<file path="config.mk">
export PLATFORM = sky130hd
export DESIGN_NAME = dft8_frame_ctrl
export DESIGN_NICKNAME = d
export VERILOG_FILES = /design/src/rtl/dft8_frame_ctrl.sv
export SDC_FILE = /design/constraint.sdc
export NUM_CORES = 1
export LEC_CHECK = 0
export ABC_AREA = 1
export CAP_MARGIN = 15
export CORE_ASPECT_RATIO = 1.5
export CORE_UTILIZATION = 25
export CTS_BUF_LIST = sky130_fd_sc_hd__clkbuf_2
export CTS_CLUSTER_SIZE = 12
export DETAILED_ROUTE_END_ITERATION = 12
export MAX_ROUTING_LAYER = met4
export PLACE_DENSITY_LB_ADDON = 0.3
export SETUP_SLACK_MARGIN = 0.02
export SYNTH_ARGS = -nofsm -noshare
export SYNTH_HDL_FRONTEND = slang
export SYNTH_SLANG_ARGS = --single-unit
</file>
<file path="constraint.sdc">
create_clock -name clk -period 6.3 [get_ports clk]
set_input_delay 1.89 -clock clk [delete_from_list [all_inputs] [get_ports clk]]
set_output_delay 1.89 -clock clk [all_outputs]
set_load 0.01 [all_outputs]
</file>
<file path="src/rtl/dft8_frame_ctrl.sv">
// dft8_frame_ctrl
// Frame sequencer for one 8-point radix-2 butterfly stage.
// Collects eight packed complex samples from a serial source and presents
// them in parallel to the butterfly datapath. After the configured datapath
// latency it captures the eight results and streams them back out serially,
// marking the last one.
//
// Parameters
//   DP_LAT    datapath latency in cycles (0..3, 0 = combinational datapath)
//   FCW       width of the completed-frame counter
// Ports
//   clk       rising-edge clock
//   rst_n     synchronous reset, active low
//   s_valid   input sample valid
//   s_ready   input sample accepted this cycle (FILL phase)
//   s_data    packed sample {re[3:0], im[3:0]}
//   dp_in     frame to the datapath, slot k at [8k+7:8k]
//   dp_out    datapath results, same packing as dp_in
//   m_valid   output sample valid (DRAIN phase)
//   m_ready   downstream accepts the output sample
//   m_data    result sample, packed like s_data
//   m_last    marks result slot 7
//   busy      frame partially filled, computing or draining
//   frame_cnt completed frames, wraps modulo 2^FCW
module dft8_frame_ctrl #(
    parameter int DP_LAT = 0,
    parameter int FCW    = 8
) (
    input  logic           clk,
    input  logic           rst_n,
    input  logic           s_valid,
    output logic           s_ready,
    input  logic [7:0]     s_data,
    output logic [63:0]    dp_in,
    input  logic [63:0]    dp_out,
    output logic           m_valid,
    input  logic           m_ready,
    output logic [7:0]     m_data,
    output logic           m_last,
    output logic           busy,
    output logic [FCW-1:0] frame_cnt
);

    typedef enum logic [1:0] {
        IDLE    = 2'd0,
        FILL    = 2'd1,
        COMPUTE = 2'd2,
        DRAIN   = 2'd3
    } state_t;

    localparam logic [1:0] LAT_LAST = 2'(DP_LAT);

    state_t         state_reg, state_next;
    logic [2:0]     idx_reg, idx_next;
    logic [1:0]     lat_reg, lat_next;
    logic [7:0]     in_buf_reg  [8];
    logic [7:0]     res_buf_reg [8];
    logic [FCW-1:0] frame_cnt_reg;

    logic in_wr;      // write s_data into input slot idx_reg
    logic capture;    // latch the whole dp_out word into the result buffer
    logic inc_frame;  // last result handed off

    // State, slot index and latency counter.
    always_ff @(posedge clk) begin
        if (!rst_n) begin
            state_reg <= IDLE;
            idx_reg   <= 3'd0;
            lat_reg   <= 2'd0;
        end else begin
            state_reg <= state_next;
            idx_reg   <= idx_next;
            lat_reg   <= lat_next;
        end
    end

    // Next state and handshake outputs. Every output here depends only on
    // registered state; s_valid / m_ready only steer the next-state terms.
    always_comb begin
        state_next = state_reg;
        idx_next   = idx_reg;
        lat_next   = lat_reg;
        s_ready    = 1'b0;
        m_valid    = 1'b0;
        m_last     = 1'b0;
        m_data     = 8'd0;
        in_wr      = 1'b0;
        capture    = 1'b0;
        inc_frame  = 1'b0;
        case (state_reg)
            IDLE: begin
                state_next = FILL;
            end
            FILL: begin
                s_ready = 1'b1;
                if (s_valid) begin
                    in_wr    = 1'b1;
                    idx_next = idx_reg + 3'd1;  // 7 wraps to 0 for DRAIN
                    if (idx_reg == 3'd7) begin
                        state_next = COMPUTE;
                    end
                end
            end
            COMPUTE: begin
                if (lat_reg == LAT_LAST) begin
                    capture    = 1'b1;
                    lat_next   = 2'd0;
                    state_next = DRAIN;
                end else begin
                    lat_next = lat_reg + 2'd1;
                end
            end
            DRAIN: begin
                m_valid = 1'b1;
                m_data  = res_buf_reg[idx_reg];
                m_last  = (idx_reg == 3'd7);
                if (m_ready) begin
                    idx_next = idx_reg + 3'd1;
                    if (idx_reg == 3'd7) begin
                        inc_frame  = 1'b1;
                        state_next = FILL;
                    end
                end
            end
            default: begin
                state_next = IDLE;
            end
        endcase
    end

    assign busy = (state_reg == COMPUTE) || (state_reg == DRAIN) ||
                  ((state_reg == FILL) && (idx_reg != 3'd0));

    // Sample buffers. The input buffer is deliberately not cleared between
    // frames so dp_in keeps showing the previous frame outside COMPUTE.
    always_ff @(posedge clk) begin
        if (!rst_n) begin
            for (int k = 0; k < 8; k++) begin
                in_buf_reg[k]  <= 8'd0;
                res_buf_reg[k] <= 8'd0;
            end
        end else begin
            if (in_wr) begin
                in_buf_reg[idx_reg] <= s_data;
            end
            if (capture) begin
                for (int k = 0; k < 8; k++) begin
                    res_buf_reg[k] <= dp_out[8*k +: 8];
                end
            end
        end
    end

    generate
        for (genvar gi = 0; gi < 8; gi++) begin : g_dp_slot
            assign dp_in[8*gi +: 8] = in_buf_reg[gi];
        end
    endgenerate

    always_ff @(posedge clk) begin
        if (!rst_n) begin
            frame_cnt_reg <= '0;
        end else if (inc_frame) begin
            frame_cnt_reg <= frame_cnt_reg + FCW'(1);
        end
    end

    assign frame_cnt = frame_cnt_reg;

endmodule

</file>
# Word level (Yosys, flattened, before mapping)
# Memory sizes are Yosys's and may differ from the RTL's. A register that Yosys moved wholly into a read port is not among the register bits.
# Cells that the tools add are included.
totals:
  regBits: 15
  ramBits: 128
  inputBits: 76
  out_inout_bits: 84
  n_memories: 2
memory_table:
  columns: ["name", "words", "word_bits", "read_ports", "rd_ports_with_merged_regs", "wr", "line_no", "source"]
  rows:
  - ["in_buf_reg", 8, 8, 8, 0, 8, "56", "logic [7:0] in_buf_reg [8];"]
  - ["res_buf_reg", 8, 8, 1, 1, 8, "57", "logic [7:0] res_buf_reg [8];"]
classes:
  add_sub_neg: 3
  n_eq_ne: 9
  n_mux: 41
  bitwise_logic: 8
  n_reduce_logical: 10
op_table:
  columns: ["op", "n"]
  rows:
  - ["two-way mux 8 bit", 10]
  - ["two-way mux 1 bit", 18]
  - ["two-way mux 3 bit", 5]
  - ["two-way mux 2 bit", 6]
  - ["inequality test 2 bit, second input constant", 5]
  - ["adder 8 x 1 -> 8 bit, second input constant", 1]
  - ["bitwise OR 1 bit", 8]
  - ["one-hot mux 2 bit (4 select lines)", 1]
  - ["OR reduction 8 bit", 1]
  - ["one-hot mux 3 bit (2 select lines)", 1]
  - ["AND reduction 5 bit", 1]
  - ["equality test 2 bit, second input constant", 2]
  - ["logical NOT 2 bit", 2]
  - ["adder 3 x 1 -> 3 bit, second input constant", 1]
  - ["equality test 3 bit, second input constant", 1]
  - ["AND reduction 3 bit", 1]
  - ["nonzero test 3 bit", 1]
  - ["adder 2 x 1 -> 2 bit, second input constant", 1]
  - ["equality test 2 x 1 -> 1 bit, second input constant", 1]
  - ["logical OR 1 bit", 2]
  - ["nonzero test 2 bit", 1]
  - ["logical AND 1 bit", 1]

# Logic depth before layout (Yosys ltp)
depth:
  depth_word: 7
  ltp_mapped: 9
  ltp_nobuf: 9

# Worst setup path before layout
# Ideal clock, no wire load.
synth_path:
  kind: "register to register"
  from: "register state_reg[0]"
  to: "memory res_buf_reg[0][0], enable pin"
  setup_time_ps: 574
  arrival_time_ps: 5187
  required_ps: 5726
  setup_slack_ps: 539
  path_stages_with_launch: 5
  path_buffers: 0
  cell_sequence: "dfxtp_1 inv_1 ha_1 inv_1 o21ai_0"
synth_lines:
  columns: ["item", "line_no", "source"]
  rows:
  - ["from (decl)", "53", "state_t state_reg, state_next;"]
  - ["from (signal assigned)", "71", "state_reg <= state_next;"]
  - ["to (decl)", "57", null]

==> results by group <==
Outcome
  – Status: finished, final reports clean

Clock network
  – # clock sinks: 146
  – CTS tree: done
  – Clock-pin slew on the worst setup and hold paths: 0.21 ns
  – CTS H-tree depth: 4
  – # resized after CTS: 0
  – Hold_buf cts: 0
  – # Post-CTS Setup Buffers: 0
  – Worst skew pair latency: 0.70 ns
  – Max clock buf depth: 2
  – TritonCTS buffer count: 17
  – CTS root buffer: clkbuf_2

Timing
  – Setup Total Neg Slack: 0 ns
  – Final min period: 4.99 ns
  – Slew headroom: 37.6%
  – RSZ-0062 raised after global routing: no
  – Final Hold Violating Endpoints: 0
  – Final-report setup violation count: 0
  – Achievable Freq: 200 MHz
  – Count of pins over their slew limit: 0
  – Final worst slack: 1.31 ns
  – Least-Margin Pin Slew: 0.934 ns
  – Final worst path period share: 79.2%
  – Skew final: 0.0244 ns

Critical path
  – WP buf/inv: 3
  – Arrival time worst endpoint: slightly above 3 ns
  – Cell Chain, Critical Path: buf_4, inv_1, nand2_1, nand3_1, nand3_1, nand2_1, nor2_1, clkdlybuf4s50_1
  – Worst stage delay on the critical path: 0.57 ns
  – Critical Path End Type: output pin
  – Worst path required time: around 4.4 ns
  – Top cell family by delay on the critical path: buffers and inverters
  – Critical path class: flip-flop to output pin
  – Critical Path Source Type: flip-flop
  – Worst-path fanout max: 33
  – CP max-delay cell: clkdlybuf4s50_1

Global routing
  – Maximum number of pins on one net before global-route repair: 65
  – First-pass GRT wire length: 25000 um
  – Initial antenna violation count: 1
  – GRT overflow: 0
  – Tot GR Track Use: 12.9%
  – Vias in the first global route: around 4900

Route
  – Initial drt markers: about 180
  – 1st-pass router iterations: 4
  – Vias per inst: between 4 and 5
  – Antenna viol nets, final: 0
  – Vias: 4811
  – WL/cell: around 13 um
  – # DRC: 0
  – Total wire length: around 16000 um

Synthesis
  – Post-synth EDFFs: 128
  – Compound-Gate Fraction of Synth Area: 1.41%
  – Multiplexer share of the synthesized area: 0%
  – XOR/XNOR share of the synthesized area: 0.264%
  – Sequential share of the synthesized area: 63.3%
  – Top post-synthesis cells by area: edfxtp_1 (58%), inv_1 (8.8%), nor2_1 (8.1%), nand2_1 (7.3%), dfxtp_1 (5.4%)
  – Synth Area in Adders: 2.07%
  – Ys flop type: edfxtp_1
  – Synthesis warning total: 0
  – Syn_nets: approximately 780
  – Mapped Avg Cell Area: 9.53 um2
  – Netlist cell types: 25
  – Largest area contributor in the netlist: edfxtp_1
  – Synthesized area: 0.00664 mm2
  – Synth Area in Simple Gates: 22.1%
  – #FFs+latches synth: approximately 150
  – Asr flop ratio synth: 0%
  – Synth top area share: ~58%
  – Largest family of logic cells by synthesized area: simple AND/OR/NAND/NOR gates
  – Syn Inst Count: 697

Placed design
  – Post-DP HPWL: 12200 um
  – Dpl ws: 2.13 ns
  – Port bufs: approximately 160
  – Routability cong.: 0.863
  – Placed instance count: ~1200

Final layout
  – Final Non-Filler Cells: 1200
  – Fin nets: 943
  – Area occupied by multi-input gates: roughly 0.0017 mm2
  – Filler instances: approximately 2700
  – Most common cell after layout, fill and taps aside: clkdlybuf4s50_1
  – Most frequent cells in the layout: clkdlybuf4s50_1 (158), inv_1 (156), nor2_1 (144)
  – Area Growth Syn to Fin: 33.3%
  – Register Area: 0.00420 mm2
  – Layout cells sized above 1: 5.89%

Die
  – Initial core utilization: 25.6%
  – Standard-cell row count: between 70 and 80
  – Die Area: 0.0272 mm2
  – Core area: 0.0259 mm2
  – I/O pin count: 160
  – Die Ht: 202 um
  – Die width: 135 um

Pwr
  – Max VDD drop: between 0.1 and 0.15 mV
  – P_leak: 3.98 nW
  – PD cells: 291 mW/mm2

Run
  – Max_cap viols: 0

Worst hold path
  – Worst hold path class: flip-flop to flip-flop
[cells in the mapped netlist (all sizes together), types with 5 or more instances]
library cell / instances
nor2: 148
ha: 11
o21ai: 5
clkbuf: 5
buf: 17
nand3: 53
inv: 158
nand2: 137
dfxtp: 18
a21oi: 13
edfxtp: 128
[area by class of cell]
type	instances	share of cell area, %
clock buffer	17	0.961
timing repair buffer	162	18.2
inverter	158	6.70
antenna	1	0.0283
sequential	146	47.5
multi-input combinational	371	19.5
clock inverter	12	2.43
tap	333	4.71
[metal layers]
layer  global-route usage [%]  part of all wire (%)  vias to the layer above
met5                        -                     0                        -
met3                     2.97                   4.7                       31
met4                     6.26                   2.6                        0
met2                     23.6                    56                      163
li1                         -                     -                     2451
met1                     12.4                    37                     2166
[worst register-to-register path, cell delays in order, from the launching register on]
cell and delay (ns):
dfxtp_1 0.46, ha_1 0.26, inv_1 0.13, o21ai_4 0.16, buf_4 0.65
[worst paths after layout]
kind                      from  slack (ns)  cells past startpoint                 to
setup / recovery     flip-flop        1.31                      8          m_data[3]
hold / removal      lat_reg[1]        0.50                      2         lat_reg[1]
setup reg to reg  state_reg[1]        4.26                      4  res_buf_reg[6][4]
hold reg to reg     lat_reg[1]        0.50                      2         lat_reg[1]
[kinds of logic after synthesis]
| family | Yosys count |
|---|---|
| buffers and inverters | 180 |
| flip-flops | 146 |
| adder cells (fa/ha/maj) | 11 |
| XOR/XNOR | 2 |
| AO/OA/AOI/OAI | 18 |
| AND/OR/NAND/NOR | 340 |
[through the flow]
| stage | power (mW) | utilization, % | hold WS, ns | area, um2 |
|---|---|---|---|---|
| CTS | 2.62 | 34.1 | 0.503 | 8850 |
| global route | 2.73 | 34.1 | 0.534 | 8850 |
| floorplan | 1.72 | - | 0.451 | 6640 |
| global placement | 1.94 | 33.0 | 0.464 | 8550 |
| finish | 2.57 | 34.1 | 0.499 | 8850 |
| detailed placement | 1.95 | 33.0 | 0.480 | 8550 |
[where the power goes]
group	internal (mW)	total [mW]	switching [mW]
Combinational	0.247	0.654	0.407
Sequential	1.20	1.26	0.0562
Clock	0.331	0.661	0.330
(Power assumes the default switching activity.)
